### src/rtl/call_ret_seq.sv
// CALL/RET context sequencer: streams NREGS register-file words to/from a stack RAM,
// owning state_mode, sc and sp, and stalling fetch while a sequence runs.
module call_ret_seq #(
  parameter int NREGS       = 64,
  parameter int DATA_W      = 32,
  parameter int STACK_DEPTH = 256,
  parameter int SA_W        = $clog2(STACK_DEPTH)
) (
  input  logic                     clk,
  input  logic                     rst_n,
  input  logic [1:0]               state_mode_next,
  output logic [1:0]               state_mode,
  output logic [7:0]               sc,
  output logic                     stall,
  output logic [$clog2(NREGS)-1:0] rf_raddr,
  input  logic [DATA_W-1:0]        rf_rdata,
  output logic [$clog2(NREGS)-1:0] rf_waddr,
  output logic [DATA_W-1:0]        rf_wdata,
  output logic                     rf_we,
  output logic [SA_W-1:0]          stk_addr,
  output logic [DATA_W-1:0]        stk_wdata,
  output logic                     stk_we,
  input  logic [DATA_W-1:0]        stk_rdata,
  output logic [SA_W:0]            sp,
  output logic                     done,
  output logic                     stk_err
);
  localparam int RA_W = $clog2(NREGS);
  localparam logic [7:0]      SC_END  = 8'(NREGS);
  localparam logic [SA_W:0]   NR_S    = (SA_W+1)'(NREGS);
  localparam logic [SA_W+1:0] NR_X    = (SA_W+2)'(NREGS);
  localparam logic [SA_W+1:0] DEPTH_X = (SA_W+2)'(STACK_DEPTH);

  typedef enum logic [1:0] {S_IDLE = 2'd0, S_SAVE = 2'd1, S_REST = 2'd2} state_t;

  state_t         r_state, w_state_nxt;
  logic [7:0]     r_sc, w_sc_nxt;
  logic [SA_W:0]  r_sp, w_sp_nxt;
  logic [SA_W+1:0] w_sp_x;
  logic           w_call_ok, w_ret_ok, w_last;

  assign w_sp_x    = {1'b0, r_sp};
  assign w_call_ok = (w_sp_x + NR_X) <= DEPTH_X;
  assign w_ret_ok  = w_sp_x >= NR_X;
  assign w_last    = (r_sc == SC_END);

  always_ff @(posedge clk or negedge rst_n) begin
    if (!rst_n) begin
      r_state <= S_IDLE;
      r_sc    <= '0;
      r_sp    <= '0;
    end else begin
      r_state <= w_state_nxt;
      r_sc    <= w_sc_nxt;
      r_sp    <= w_sp_nxt;
    end
  end

  always_comb begin
    w_state_nxt = r_state;
    w_sc_nxt    = r_sc;
    w_sp_nxt    = r_sp;
    rf_raddr    = '0;
    rf_waddr    = '0;
    rf_wdata    = '0;
    rf_we       = 1'b0;
    stk_addr    = '0;
    stk_wdata   = '0;
    stk_we      = 1'b0;
    done        = 1'b0;
    stk_err     = 1'b0;
    case (r_state)
      S_IDLE: begin
        w_sc_nxt = '0;
        if (state_mode_next == 2'd1) begin
          if (w_call_ok) w_state_nxt = S_SAVE;
          else           stk_err     = rst_n;
        end else if (state_mode_next == 2'd2) begin
          if (w_ret_ok) w_state_nxt = S_REST;
          else          stk_err     = rst_n;
        end
      end
      S_SAVE: begin
        if (w_last) begin
          done        = 1'b1;
          w_sp_nxt    = r_sp + NR_S;
          w_sc_nxt    = '0;
          w_state_nxt = S_IDLE;
        end else begin
          rf_raddr  = RA_W'(r_sc);
          stk_addr  = SA_W'(r_sp + (SA_W+1)'(r_sc));
          stk_wdata = rf_rdata;
          stk_we    = 1'b1;
          w_sc_nxt  = r_sc + 8'd1;
        end
      end
      S_REST: begin
        // Reads lead writes by one cycle to cover the RAM read latency.
        if (!w_last) stk_addr = SA_W'(r_sp - NR_S + (SA_W+1)'(r_sc));
        if (r_sc != 8'd0) begin
          rf_waddr = RA_W'(r_sc - 8'd1);
          rf_wdata = stk_rdata;
          rf_we    = 1'b1;
        end
        if (w_last) begin
          done        = 1'b1;
          w_sp_nxt    = r_sp - NR_S;
          w_sc_nxt    = '0;
          w_state_nxt = S_IDLE;
        end else begin
          w_sc_nxt = r_sc + 8'd1;
        end
      end
      default: w_state_nxt = S_IDLE;
    endcase
  end

  assign state_mode = r_state;
  assign sc         = r_sc;
  assign sp         = r_sp;
  assign stall      = (r_state != S_IDLE);
endmodule
### config.mk
export PLATFORM = sky130hd
export DESIGN_NAME = call_ret_seq
export DESIGN_NICKNAME = d
export VERILOG_FILES = /design/src/rtl/call_ret_seq.sv
export SDC_FILE = /design/constraint.sdc
export NUM_CORES = 1
export LEC_CHECK = 0
export CORE_AREA = 2 2 79 81
export DETAILED_ROUTE_END_ITERATION = 10
export DIE_AREA = 0 0 81 83
export GPL_TIMING_DRIVEN = 1
export PLACE_DENSITY = 0.82
export RECOVER_POWER = 100
export SYNTH_ARGS = -nofsm -noshare
export SYNTH_HDL_FRONTEND = slang
export SYNTH_SLANG_ARGS = --single-unit
export TNS_END_PERCENT = 10
### constraint.sdc
create_clock -name clk -period 2.6 [get_ports clk]
set_input_delay 0.26 -clock clk [delete_from_list [all_inputs] [get_ports clk]]
set_output_delay 0.26 -clock clk [all_outputs]
set_load 0.03 [all_outputs]
* Word-level counts from Yosys, hierarchy flattened *
Cells that the tools add are included.

cells by class
  reductions and logical operators = 8
  eq/ne operators = 11
  muxes and demuxes = 33
  magnitude comparators = 2
  add/subtract/negate cells = 7

operator list
  kind                  number
  $mux 32               4
  $pmux 8 s2            2
  $mux 6                4
  $mux 8                3
  $mux 9                2
  $pmux 9 s2            1
  $add 8x8->8           2
  $mux 1                11
  $add 9x7->10 const B  1
  $le 10x9->1 const B   1
  $mux 2                5
  $add 9x7->9 const B   1
  $ge 9x7->1 const B    1
  $ne 3x3->1 const B    3
  $sub 9x7->9 const B   1
  $add 8x1->8 const B   1
  $eq 8x7->1 const B    1
  $reduce_bool 8->1     1
  $reduce_bool 2->1     3
  $sub 6x1->6 const B   1
  $eq 2x1->1 const B    2
  $eq 2x2->1 const B    2
  $ne 2x2->1 const B    2
  $pmux 2 s2            1
  5 further kinds       5

storage, ports and cells
  flip-flop bits (word level) = 19
  bits of input ports = 68
  word-level logic and storage cells = 64
  output and inout port bits = 108

* Longest topological paths before layout *
  word-level depth = 5
  depth in mapped cells = 8
  mapped depth without buffers = 6

* Worst setup path before layout *
Ideal clock, no wire load.

  kind = register to output
  start = reg r_sc[0], in the netlist sc[0]
  end = out rf_wdata[20]
  buffers on the path = 2
  slack = 0.410 ns
  required time = 2.340 ns
  cell stages (with the launch flop) = 9
  data arrival time = 1.930 ns
  path through = dfrtp_1 -> clkbuf_1 -> inv_1 -> ha_1 -> nand4_1 -> o21ai_2 -> inv_2 -> buf_2 -> and2_1

on the way
  word-level cells in the longest chain between the ends = 3

RTL lines
  item                    RTL line  RTL
  start, declared         37        logic [7:0] r_sc, w_sc_nxt;
  start signal, assigned  54        r_sc <= w_sc_nxt;
  $reduce_bool 8->1       100       if (r_sc != 8'd0) begin
  $mux 32                 100
  $mux 32                 72        case (r_state)
  end, declared           18        output logic [DATA_W-1:0] rf_wdata,

Every way passes these cells.

* Worst setup path in the final report *
  start = reg r_state[1], in the netlist state_mode[1]
  end = out stk_wdata[7]

on the way
  word-level cells in the longest chain between the ends = 2

RTL lines
  item                    RTL line  RTL
  start, declared         36        state_t r_state, w_state_nxt;
  start signal, assigned  53        r_state <= w_state_nxt;
  $eq 2x1->1              72
  $mux 32                 72
  end, declared           21        output logic [DATA_W-1:0] stk_wdata,

Every way passes these cells.

==> flow_summary.ini <==
[run_status]
status = completed

[route]
drt_iter0_drc = 97
wirelength_um = 7031
first_pass_iters = 4
wl_per_cell_um = 14.93
dr_total_vias = 2218
viasPerCell = 4.709
drc = 0
drtAntennaViolNets = 0

[synthesis]
synth-edff-count = 0
yosysUniqueCellTypes = 46
yosys-top-cells-area = dfrtp_1, and2_1, ha_1
async_reset_ff_frac = 1.000
synthMostInstantiatedCell = and2_1
syn_inst = 229
yosysWarningCount = 0
yosys.area.top_type = dfrtp_1
netlist_top_cells_count = and2_1, and3_1, nor2_1
ys_ff_latch = 13
syn_area_per_cell_sq_um = 7.524
synth-main-ff-cell = dfrtp_1
synth.top_cell.area_share = 0.1888
syn_area_sq_um = 1723
ys_seq_area_frac = 0.1888

[power_and_ir_drop]
powerDensity_nw_per_um2 = 640.0
leakage_nw = 1.870
vdd_ir_drop_max_mv = 0.5693
power.total_mw = 2.281

[place]
dp_hpwl_um = 5869
placed_cells = 467
port_buffers = 169
gp_congestion = 0.8986

[clock_network]
clockBufferDepth = 2
htree_num_levels = 1
cts_tree = done
root_buffer = clkbuf_8
clock-sinks = 13
clkLatencyLatePin_ns = 0.25
holdBufCountCts = 0
cts_setup_buffers = 0
path_clk_slew_ns = 0.06
cts_buffers = 3

[timing]
grt_setup_unrepaired = true
timing.fmax_mhz = 399.1
clock_skew_ns = 0.002286
final.setup.tns_ns = 0
finalMaxSlewViolations = 0
min_period_ns = 2.505
worst_pin_slew_ns = 0.7597
min_period_over_period = 0.9636
setup_viol = 0
hold_slack_ns = 0.5201
hold_viol = 0
relSlewSlack = 0.4935

[min_path]
worstHoldPathType = reg -> reg
min_from = sp[8]

[run]
maxCapViolations = 0

[layout]
antenna_cells = 0
fin_nets = 479
final_util = 0.6127
layout-drive-gt1-share = 0.1010
syn_to_final_growth_pct = 106.8
fillers = 536
final_cells = 471

[setup_path]
crit_path_end_kind = primary output
rr_endpoint = state_mode[1]
start_kind = flip-flop
reg2reg_depth = 7
crit_arrival_ns = 2.25
r2r_setup_slack_ns = 0.56
worst-setup-path-type = reg -> out
r2r_start = state_mode[1]
path_max_fanout = 39
crit_path_start = state_mode[1]
cp-endpoint = stk_wdata[7]
critPathRequiredTime_ns = 2.34

[global_routing]
grt_max_degree = 40
grt_pass1_vias = 2041
overflow = 0
grt_use_total = 0.1991
grt_pass1_wl_um = 10550
antenna_found_initial = 0

[floorplan]
dieArea_sq_um = 6723
rows = 28
start_util = 0.2963
core_area_sq_um = 5816
die_w_um = 81
die_y_um = 83
ioPinCount = 176
[power by group]
group / internal [mW] / leakage [nW] / switching (mW)
clock: 0.109 / 0.0228 / 0.0802
sequential: 0.228 / 0.178 / 0.0246
combinational: 0.767 / 1.67 / 1.07
total: 1.10 / 1.87 / 1.18
[layout make-up]
| type | count | area, sq um | area share |
|---|---|---|---|
| sequential | 13 | 325.3 | 0.09129 |
| timing repair buffer | 182 | 1817 | 0.5098 |
| multi-input combinational | 185 | 1235 | 0.3466 |
| tap | 75 | 93.84 | 0.02633 |
| clock buffer | 4 | 45.04 | 0.01264 |
| inverter | 12 | 47.55 | 0.01334 |
[stage by stage]
step           setup slack, ns  area, sq um
2_1_floorplan           0.4096         1742
3_3_place_gp            0.2474         3478
3_5_place_dp            0.1834         3478
4_1_cts                0.03458         3528
5_1_grt               -0.02018         3563
6_report               0.09454         3563
[layout by cell type, fill, tap and decap left out, types with 11 or more instances in the layout]
| master | instances |
|---|---|
| ha_1 | 13 |
| and2_1 | 39 |
| dfrtp_1 | 13 |
| and3_1 | 27 |
| dlymetal6s2s_1 | 16 |
| nor2_1 | 20 |
| buf_4 | 15 |
| inv_1 | 11 |
| nand2_1 | 12 |
| clkdlybuf4s50_1 | 143 |
[kinds of logic (layout without fill, tap and decap cells)]
kind of cell | Yosys count | count (layout) | share of synthesized area
buf+inv | 36 | 198 | 0.1082
compound gates | 17 | 17 | 0.07481
xor+xnor | 13 | 13 | 0.06609
fa+ha+maj | 14 | 14 | 0.1017
other cells | 1 | 6 | 0.002177
mux | 1 | 1 | 0.005810
simple gates | 134 | 134 | 0.4524
flops | 13 | 13 | 0.1888
[state kept, by name (all words and copies together) (netlist names)]
name / count
sp: 3
state_mode: 2
sc: 8
[per-layer routing]
metal | global-route usage | vias to the layer above | wire length (um)
met5 | 0 | - | 0
met2 | 0.3531 | 101 | 3534
met3 | 0.04022 | 11 | 632
met1 | 0.2347 | 1021 | 2727
met4 | 0.06317 | 0 | 137
li1 | - | 1085 | -
[critical path: stages (launching register included)]
cell	delay [ns]
dfrtp_1	0.43
inv_1	0.12
ha_1	0.29
buf_6	0.25
and3_1	0.21
clkdlybuf4s50_1	0.68
[worst min path at each step]
stage,cells after the start,end,slack (ns)
after detailed placement,1,sp[8],0.51
after global routing,1,sp[8],0.57
final,1,sp[8],0.52
after CTS,2,state_mode[1],0.37
after global placement,1,sp[8],0.52
after floorplan,0,sc[0],-0.04
[repair_timing]
item / 4_1_cts / 5_1_grt
cloned: 0 / 0
hold endpoints to repair: 0 / 0
resized for setup: 2 / 18
endpoints found under the setup margin: 34 / 54
Note: power is estimated with default switching activity, not from simulation.
